--- config.mk ---
export PLATFORM = sky130hd
export DESIGN_NAME = serializer_ctrl
export DESIGN_NICKNAME = d
export VERILOG_FILES = /design/src/rtl/jesd_tx_pkg.sv /design/src/rtl/sync_2ff.sv /design/src/rtl/serializer_ctrl.sv
export SDC_FILE = /design/constraint.sdc
export NUM_CORES = 1
export LEC_CHECK = 0
export CAP_MARGIN = 30
export CORE_ASPECT_RATIO = 1.25
export CORE_MARGIN = 2
export CORE_UTILIZATION = 63
export CTS_BUF_LIST = sky130_fd_sc_hd__clkbuf_16
export CTS_CLUSTER_DIAMETER = 50
export DETAILED_ROUTE_END_ITERATION = 8
export DONT_BUFFER_PORTS = 1
export PLACE_DENSITY = 0.79
export SYNTH_ARGS = -nofsm -noshare
export SYNTH_HDL_FRONTEND = slang
export SYNTH_SLANG_ARGS = --single-unit
--- constraint.sdc ---
create_clock -name bit_clk -period 7.4 [get_ports bit_clk]
set_input_delay 1.48 -clock bit_clk [delete_from_list [all_inputs] [get_ports bit_clk]]
set_output_delay 1.48 -clock bit_clk [all_outputs]
set_load 0.05 [all_outputs]
--- src/rtl/jesd_tx_pkg.sv ---
// Shared types and K-character codes for the JESD204B transmit link controller.
package jesd_tx_pkg;

  typedef enum logic [1:0] {
    StCgs  = 2'd0,
    StIlas = 2'd1,
    StData = 2'd2
  } link_state_e;

  // RD- / RD+ encodings of the control characters used by the link layer
  localparam logic [9:0] K28p5Neg = 10'b0011111010;
  localparam logic [9:0] K28p5Pos = 10'b1100000101;
  localparam logic [9:0] K28p0Neg = 10'b0011110100;
  localparam logic [9:0] K28p0Pos = 10'b1100001011;
  localparam logic [9:0] K28p3Neg = 10'b0011110011;
  localparam logic [9:0] K28p3Pos = 10'b1100001100;

endpackage

--- src/rtl/sync_2ff.sv ---
// Two-flop synchronizer for a single asynchronous control bit.
module sync_2ff (
  input  logic clk_i,
  input  logic rst_ni,
  input  logic d_i,
  output logic q_o
);

  logic meta_q;
  logic sync_q;

  always_ff @(posedge clk_i or negedge rst_ni) begin
    if (!rst_ni) begin
      meta_q <= 1'b0;
      sync_q <= 1'b0;
    end else begin
      meta_q <= d_i;
      sync_q <= meta_q;
    end
  end

  assign q_o = sync_q;

endmodule

--- src/rtl/serializer_ctrl.sv ---
// JESD204B transmit link controller: CGS/ILAS/DATA sequencing, LMFC tracking and
// running-disparity selection of K characters, one 10-bit character every 10 bit_clk cycles.
module serializer_ctrl
  import jesd_tx_pkg::*;
#(
  parameter int unsigned F            = 2,
  parameter int unsigned K            = 16,
  parameter int unsigned ILAS_MF      = 4,
  parameter int unsigned RESYNC_CHARS = 4
) (
  input  logic       bit_clk,
  input  logic       rst_n,
  input  logic       sync_n,
  input  logic [9:0] tx_data,
  output logic       tx_rdy,
  output logic [9:0] char_data,
  output logic       char_strobe,
  output logic [1:0] link_state,
  output logic       lmfc_edge
);

  localparam int unsigned LmfcW = $clog2(F * K);
  localparam int unsigned MfW   = (ILAS_MF > 1) ? $clog2(ILAS_MF) : 1;
  localparam int unsigned RsW   = (RESYNC_CHARS > 1) ? $clog2(RESYNC_CHARS) : 1;

  localparam logic [LmfcW-1:0] LmfcLast = LmfcW'(F * K - 1);
  localparam logic [MfW-1:0]   MfLast   = MfW'(ILAS_MF - 1);
  localparam logic [RsW-1:0]   RsLast   = RsW'(RESYNC_CHARS - 1);

  logic [3:0]       ph_q;
  logic [LmfcW-1:0] lmfc_q, lmfc_d;
  logic [MfW-1:0]   mf_q, mf_d;
  logic [RsW-1:0]   rs_cnt_q, rs_cnt_d;
  link_state_e      state_q, state_d;
  logic [9:0]       char_q, char_d;
  logic             rd_q, rd_d;
  logic             strobe_q;
  logic             edge_q;
  logic             sync_s;
  logic             boundary;
  logic             take_data;
  logic [3:0]       ones_d;

  sync_2ff u_sync (
    .clk_i  (bit_clk),
    .rst_ni (rst_n),
    .d_i    (sync_n),
    .q_o    (sync_s)
  );

  assign boundary = (ph_q == 4'd9);

  // Decision for the character that follows the current boundary
  always_comb begin
    state_d   = state_q;
    mf_d      = mf_q;
    rs_cnt_d  = rs_cnt_q;
    take_data = 1'b0;
    char_d    = char_q;
    lmfc_d    = (lmfc_q == LmfcLast) ? '0 : lmfc_q + LmfcW'(1);

    unique case (state_q)
      StCgs: begin
        if (sync_s && (lmfc_d == '0)) begin
          state_d = StIlas;
          mf_d    = '0;
        end
      end
      StIlas: begin
        if (!sync_s) begin
          state_d = StCgs;
        end else if (lmfc_q == LmfcLast) begin
          if (mf_q == MfLast) begin
            state_d = StData;
          end else begin
            mf_d = mf_q + MfW'(1);
          end
        end
      end
      StData: begin
        if (sync_s) begin
          rs_cnt_d = '0;
        end else if (rs_cnt_q == RsLast) begin
          state_d  = StCgs;
          rs_cnt_d = '0;
        end else begin
          rs_cnt_d = rs_cnt_q + RsW'(1);
        end
      end
      default: state_d = StCgs;
    endcase

    unique case (state_d)
      StIlas: begin
        if (lmfc_d == '0) begin
          char_d = rd_q ? K28p0Pos : K28p0Neg;
        end else if (lmfc_d == LmfcLast) begin
          char_d = rd_q ? K28p3Pos : K28p3Neg;
        end else begin
          take_data = 1'b1;
        end
      end
      StData:  take_data = 1'b1;
      default: char_d = rd_q ? K28p5Pos : K28p5Neg;
    endcase

    if (take_data) begin
      char_d = tx_data;
    end

    ones_d = '0;
    for (int i = 0; i < 10; i++) begin
      ones_d = ones_d + 4'(char_d[i]);
    end
    // Unbalanced characters (including out-of-table data) always flip disparity
    rd_d = rd_q ^ (ones_d != 4'd5);
  end

  always_ff @(posedge bit_clk or negedge rst_n) begin
    if (!rst_n) begin
      ph_q     <= 4'd0;
      lmfc_q   <= '0;
      mf_q     <= '0;
      rs_cnt_q <= '0;
      state_q  <= StCgs;
      char_q   <= K28p5Neg;
      rd_q     <= 1'b1;
      strobe_q <= 1'b0;
      edge_q   <= 1'b0;
    end else begin
      strobe_q <= boundary;
      edge_q   <= boundary && (lmfc_d == '0);
      if (boundary) begin
        ph_q     <= 4'd0;
        lmfc_q   <= lmfc_d;
        mf_q     <= mf_d;
        rs_cnt_q <= rs_cnt_d;
        state_q  <= state_d;
        char_q   <= char_d;
        rd_q     <= rd_d;
      end else begin
        ph_q <= ph_q + 4'd1;
      end
    end
  end

  assign tx_rdy      = boundary && take_data;
  assign char_data   = char_q;
  assign char_strobe = strobe_q;
  assign link_state  = state_q;
  assign lmfc_edge   = edge_q;

endmodule

## Word level (Yosys, flattened, before mapping)

Index checks and enable logic that the tools add are counted.

- Add/sub/neg operators: 13
- Eq/ne operators: 14
- Mux-type cells: 26
- Bitwise operators: 1
- Reduce and logical (&&, ||, !) cells: 8

Operators by type and width:

| cell | count |
|---|---|
| 2-to-1 mux 10 bit | 6 |
| adder 4 x 1 -> 4 bit | 6 |
| 2-to-1 mux 2 bit | 12 |
| case mux 10 bit (2 select lines) | 1 |
| equality test 5 bit, second input constant | 2 |
| equality test 2 bit, second input constant | 4 |
| != test 2 bit, second input constant | 3 |
| case mux 2 bit (3 select lines) | 1 |
| AND reduction 6 bit | 1 |
| adder 5 x 1 -> 5 bit, second input constant | 1 |
| logical NOT 5 bit | 1 |
| 2-to-1 mux 5 bit | 1 |
| adder 2 x 1 -> 2 bit, second input constant | 2 |
| adder 3 x 1 -> 4 bit | 1 |
| adder 4 x 1 -> 4 bit, second input constant | 1 |
| equality test 2 x 1 -> 1 bit, second input constant | 2 |
| equality test 4 bit, second input constant | 1 |
| 2-to-1 mux 4 bit | 1 |
| != test 4 x 3 -> 1 bit, second input constant | 1 |
| case mux 2 bit (2 select lines) | 1 |
| adder 2 x 1 -> 3 bit | 1 |
| logical AND 1 bit | 3 |
| adder 1 x 1 -> 2 bit | 1 |
| logical NOT 2 bit | 1 |
| other kinds (6) | 7 |

- Flip-flop bits (word level): 30
- Input port bits: 13
- Output and inout port bits: 15
- Logic and storage cells: 73

## Depth between registers and ports, before layout

- Depth after elaboration: 20
- Mapped depth: 26
- Mapped depth without buffers: 24

## Cells and area by module

A second synthesis with hierarchy kept.

- Cells, all modules: 197
- Area, all modules: 1878.1 um^2

By module, submodules not included:

| module | times used | cells each | area an instance (um^2) | seq. area each (um^2) |
|---|---|---|---|---|
| serializer_ctrl | 1 | 195 | 1828.0 | 709.4 |
| sync_2ff | 1 | 2 | 50.0 | 50.0 |

## Worst setup path before layout

No wires, ideal clock.

- Path type: reg-to-reg
- From: register lmfc_q[0]
- To: register rd_q
- Setup time: 75 ps
- Arrival: 5935 ps
- Data required time: 7325 ps
- Path slack: 1390 ps
- Cell stages (with the launch flop): 27
- Path buffers: 3
- Clock period less this slack: 6010 ps
- Cell sequence: dfrtp_1 -> ha_1 -> and3_1 -> ha_1 -> nor3b_1 -> a22o_1 -> buf_6 -> nand2_1 -> inv_1 -> o211ai_1 -> ha_1 -> clkbuf_1 -> nor2b_1 -> clkbuf_1 -> a21o_1 -> a211o_1 -> fa_1 -> inv_1 -> fa_1 -> fa_1 -> inv_1 -> ha_1 -> inv_1 -> fa_1 -> mux2_2 -> a31oi_1 -> xnor2_1

- Elaborated cells between the ends (all ways): 30
- Classes of those cells: add/sub (10); eq/ne (5); mux (12); bitwise (1); reduce/logical (2)

RTL lines:

| item | line | text |
|---|---|---|
| from (decl) | serializer_ctrl.sv:31 | `logic [LmfcW-1:0] lmfc_q, lmfc_d;` |
| from (signal assigned) | serializer_ctrl.sv:135 | `lmfc_q <= lmfc_d;` |
| adder 5 x 1 -> 5 bit or equality test 5 bit (tied branches) | serializer_ctrl.sv:60 | `lmfc_d = (lmfc_q == LmfcLast) ? '0 : lmfc_q + LmfcW'(1);` |
| 2-to-1 mux 5 bit (*) | serializer_ctrl.sv:60 |  |
| net lmfc_d[4] | serializer_ctrl.sv:31 |  |
| logical NOT 5 bit | serializer_ctrl.sv:64, serializer_ctrl.sv:95 |  |
| logical AND 1 bit | serializer_ctrl.sv:64 | `if (sync_s && (lmfc_d == '0)) begin` |
| 2-to-1 mux 2 bit | serializer_ctrl.sv:64 |  |
| case mux 2 bit (3 select lines) | serializer_ctrl.sv:62 | `unique case (state_q)` |
| equality test 2 bit or equality test 2 x 1 -> 1 bit (tied branches) | serializer_ctrl.sv:93 | `unique case (state_d)` |
| case mux 10 bit (2 select lines) or case mux 1 bit (2 select lines) (tied branches) | serializer_ctrl.sv:93 |  |
| 2-to-1 mux 10 bit (*) | serializer_ctrl.sv:107 | `if (take_data) begin` |
| net char_d[3] | serializer_ctrl.sv:35 | `logic [9:0] char_q, char_d;` |
| adder 3 x 1 -> 4 bit (*) | serializer_ctrl.sv:113 | `ones_d = ones_d + 4'(char_d[i]);` |
| adder 4 x 1 -> 4 bit (*) (6 in series) | serializer_ctrl.sv:113 |  |
| != test 4 x 3 -> 1 bit (*) | serializer_ctrl.sv:116 | `rd_d = rd_q ^ (ones_d != 4'd5);` |
| bitwise XOR 1 bit (*) | serializer_ctrl.sv:116 |  |
| to (signal assigned) | serializer_ctrl.sv:140 | `rd_q <= rd_d;` |
| to (decl) | serializer_ctrl.sv:36 | `logic rd_q, rd_d;` |

The timed path passes the listed nets; every way through them passes the cells marked *.
A chain may end at the register's enable or synchronous reset.

## Final worst setup path

- From: register lmfc_q[0]
- To: register rd_q

- Cells in the longest elaborated chain, start to end: 20
- Elaborated cells between the ends (all ways): 30
- Classes of those cells: add/sub (10); eq/ne (5); mux (12); bitwise (1); reduce/logical (2)

Ends and longest elaborated chain:

| item | line |
|---|---|
| adder 5 x 1 -> 5 bit or equality test 5 bit (tied branches) | serializer_ctrl.sv:60 |
| 2-to-1 mux 5 bit (*) | serializer_ctrl.sv:60 |
| net lmfc_d[4] | serializer_ctrl.sv:31 |
| logical NOT 5 bit | serializer_ctrl.sv:64, serializer_ctrl.sv:95 |
| logical AND 1 bit | serializer_ctrl.sv:64 |
| 2-to-1 mux 2 bit | serializer_ctrl.sv:64 |
| case mux 2 bit (3 select lines) | serializer_ctrl.sv:62 |
| equality test 2 bit or equality test 2 x 1 -> 1 bit (tied branches) | serializer_ctrl.sv:93 |
| case mux 10 bit (2 select lines) or case mux 1 bit (2 select lines) (tied branches) | serializer_ctrl.sv:93 |
| 2-to-1 mux 10 bit (*) | serializer_ctrl.sv:107 |
| net char_d[0] | serializer_ctrl.sv:35 |
| adder 1 x 1 -> 2 bit (*) | serializer_ctrl.sv:113 |
| adder 2 x 1 -> 3 bit (*) | serializer_ctrl.sv:113 |
| adder 3 x 1 -> 4 bit (*) | serializer_ctrl.sv:113 |
| adder 4 x 1 -> 4 bit (*) (6 in series) | serializer_ctrl.sv:113 |
| != test 4 x 3 -> 1 bit (*) | serializer_ctrl.sv:116 |
| bitwise XOR 1 bit (*) | serializer_ctrl.sv:116 |

Marks and branches as above.

==> results.yml <==
placement:
  dp.final_hpwl_um: 3211
  routabilityCongestion: 0.8560
  dp_slack_ps: 693.4
  io_buffers: 0
  place_inst: 233
logic_synthesis:
  synth-simple-area-share_pct: 18.57
  ys_types: 52
  synth_ff_type: "dfrtp_1"
  yosysTopAreaCell: "dfrtp_1"
  synth.area.mux_share_pct: 5.786
  synth-xor-area-share_pct: 1.279
  syn_area_per_cell_um2: 9.925
  synth_edf_count: 0
  syn_nets: 234
  netlist_area_um2: 2054
  synth_seq_area_share_pct: 36.97
  synth_cells: 207
  ys_async_sr_fraction_pct: 100.0
  yosysTopAreaCellShare_pct: 28.01
  synth_fa_ha_area_share_pct: 10.72
  synth_seq_cells: 30
  yosysWarnings: 0
  synth_top_family_by_area: "compound AO/OA/AOI/OAI gates"
  ys_top_cells_by_area: "dfrtp_1 28%, dfstp_2 9.0%, fa_1 5.8%"
  synth-compound-area-share_pct: 21.13
timing:
  skew_ps: 3.221
  tightest_slew_ps: 751.6
  setup_violations: 0
  slew_headroom_pct: 49.79
  fin_crit_sh_pct: 91.63
  layout_setup_ws_ps: 619.5
  post-route-min-period_ps: 6781
  max_freq_ghz: 0.1475
  drv_slew: 0
  fin_setup_tns_ps: 0
  rsz0062_at_grt: "false"
  hold_viol_final: 0
  holdWs_ps: 362.8
floorplanning:
  row_count: 23
  dieArea_um2: 3737
  ios: 28
  placeableCoreArea_um2: 3166
  dieWidth_um: 55.08
  dieHeight_um: 67.85
  start_util_pct: 64.90
pwr:
  switching_share_pct: 17.93
  p_int_mw: 0.3230
  ir_worst_vdd_mv: 0.1659
  sequentialPowerShare_pct: 42.0
  cellPowerDensity_nw_per_um2: 177.3
  clkPwrFrac_pct: 57.7
  switchingPower_mw: 0.07058
  combinationalPowerShare_pct: 0.3
  p_leak_nw: 0.9429
job:
  max_cap_violations: 0
layout:
  nNetsFinal: 230
  area_growth_pct: 8.039
  utilization_pct: 70.12
  drive_gt1_share_pct: 16.67
  instances_no_fill: 241
  n_antenna_cell: 0
global_routing:
  grt_pass1_vias: 1535
  grt_util_met3_pct: 5.022
  use_met1_pct: 30.24
  antenna_found_initial: 0
  grt_util_all_layers_pct: 25.87
  top_usage_layer: "met2"
  overflow: 0
  met2_usage_pct: 46.88
  grt_max_degree: 31
  grt_pass1_wl_um: 6975
drt:
  wl_per_cell_um: 18.20
  vias: 1598
  routed_via_density: 6.631
  ant_nets: 0
  remaining_drc_errors: 0
  firstDrtPassIters: 4
  first_iter_violations: 47
  wl_um: 4387
outcome:
  outcome: "finished, final reports clean"
critical_path:
  required_ps: 7600
  path_max_fanout: 11
  path_class: "flip-flop to flip-flop"
  start_kind: "flip-flop"
  crit_path_end_kind: "flip-flop"
  crit_arrival_ps: 6980
clocking:
  cts_buffers: 5
  clk_pin_slew_ps: 50
  postCtsHoldBufs: 0
  insertion_delay_ps: 270
  h-tree-depth: 2
  post_cts_resized: 0
  cts_tree: "done"
  clock_sinks: 30
  post_cts_buffers: 0
  clockBufferDepth: 2
  root_buffer: "clkbuf_16"
min_path:
  hp-class: "flip-flop to flip-flop"
==> Yosys cell counts (2+ instances only) <==
library cell   n
a21oi_1        4
a211oi_1       4
a311oi_1       2
nor3_1         2
o22a_1         2
o22ai_1        2
nand3_1        4
a2111oi_2      4
o2111ai_1      2
o21ai_1        2
nand3b_1       2
nand2b_1       4
fa_1           6
dfrtp_1       23
mux2_2         5
o21ai_0       14
nor2b_1        6
a21o_1         2
mux2_4         2
inv_1         16
xnor2_1        3
nor4_1         3
dfstp_2        7
a31oi_1        2
a22o_1         5
nor2_1         6
and3_1         5
nand2_1       26
nor3b_1        3
ha_1           8
clkbuf_1      10
==> cells in the final DEF (no fill, tap or decap), types with 3 or more instances in the layout <==
cell and n:
a2111oi_2 4, a211oi_1 4, a21oi_1 4, a22o_1 5, and3_1 5, clkbuf_16 5, dfrtp_1 23, dfstp_2 7
fa_1 6, ha_1 8, inv_1 16, mux2_2 5, nand2_1 26, nand2b_1 4, nand3_1 4, nor2_1 6
nor2b_1 6, nor3b_1 3, nor4_1 3, o21ai_0 14, xnor2_1 3
==> sequential cells by signal, indices dropped and copies added (netlist names) <==
signal / flops
rd_q: 1
link_state: 2
u_sync.meta_q: 1
mf_q: 2
char_data: 10
lmfc_edge: 1
ph_q: 4
u_sync.q_o: 1
rs_cnt_q: 2
lmfc_q: 5
char_strobe: 1
==> power by group through the flow <==
| stage | Sequential (mW) | Combinational (mW) | Clock, mW |
|---|---|---|---|
| 5_1_grt | 0.165 | 0.00129 | 0.236 |
| 3_5_place_dp | 0.168 | 0.00113 | 0 |
| 3_3_place_gp | 0.168 | 0.00112 | 0 |
| 2_1_floorplan | 0.168 | 0.00106 | 0 |
| 4_1_cts | 0.165 | 0.00117 | 0.228 |
| 6_report | 0.165 | 0.00119 | 0.227 |
==> critical path: stages (launching register included) <==
cell,delay [ps]
dfrtp_1,440
ha_1,270
and3_1,160
ha_1,310
nor3b_1,230
a22o_1,450
nand2_1,200
inv_1,90
o211ai_1,130
ha_1,520
nor2b_1,660
a211oi_1,80
a22o_1,270
fa_1,540
inv_1,60
fa_1,560
fa_1,410
inv_1,70
ha_1,170
inv_1,60
fa_1,370
mux2_2,290
a31oi_1,220
xnor2_1,150
==> per-layer routing <==
metal / routed length [µm] / vias to the layer above / share of wire [%]
met4: 20 / 0 / 0.46
met2: 2439 / 47 / 56
met1: 1707 / 815 / 39
met5: 0 / - / 0
met3: 220 / 2 / 5.0
li1: - / 734 / -
==> layout make-up <==
cell class                 instances  area [µm²]
multi-input combinational        149        1181
sequential                        30       759.5
timing repair buffer               1       7.507
clock buffer                       5       125.1
inverter                          16       60.06
tap                               37       46.29
clock inverter                     3       40.04
fill                             236       945.9
==> worst paths after layout <==
kind | startpoint | to | slack (ps) | cells after the start
max in group asynchronous | rst_n | char_data[3] | 6320 | 0
setup reg to reg | lmfc_q[0] | rd_q | 620 | 23
setup / recovery | lmfc_q[0] | rd_q | 620 | 23
min in group asynchronous | rst_n | ph_q[3] | 900 | 0
hold reg to reg | u_sync.meta_q | u_sync.q_o | 360 | 0
hold / removal | u_sync.meta_q | u_sync.q_o | 360 | 0
==> stage by stage <==
stage | total power, mW | instance area (µm²)
after detailed placement | 0.1692 | 2054
after CTS | 0.3950 | 2220
after floorplan | 0.1690 | 2054
after global routing | 0.4024 | 2220
after global placement | 0.1691 | 2054
final | 0.3936 | 2220
==> kinds of logic (layout without fill, tap and decap cells) <==
logic type               Yosys count  in the layout
adder cells (fa/ha/maj)           14             14
XOR/XNOR                           3              3
AO/OA/AOI/OAI                     55             55
AND/OR/NAND/NOR                   68             68
buffers and inverters             28             25
flip-flops                        30             30
multiplexers                       9              9
Power figures use the tool's default switching activity.
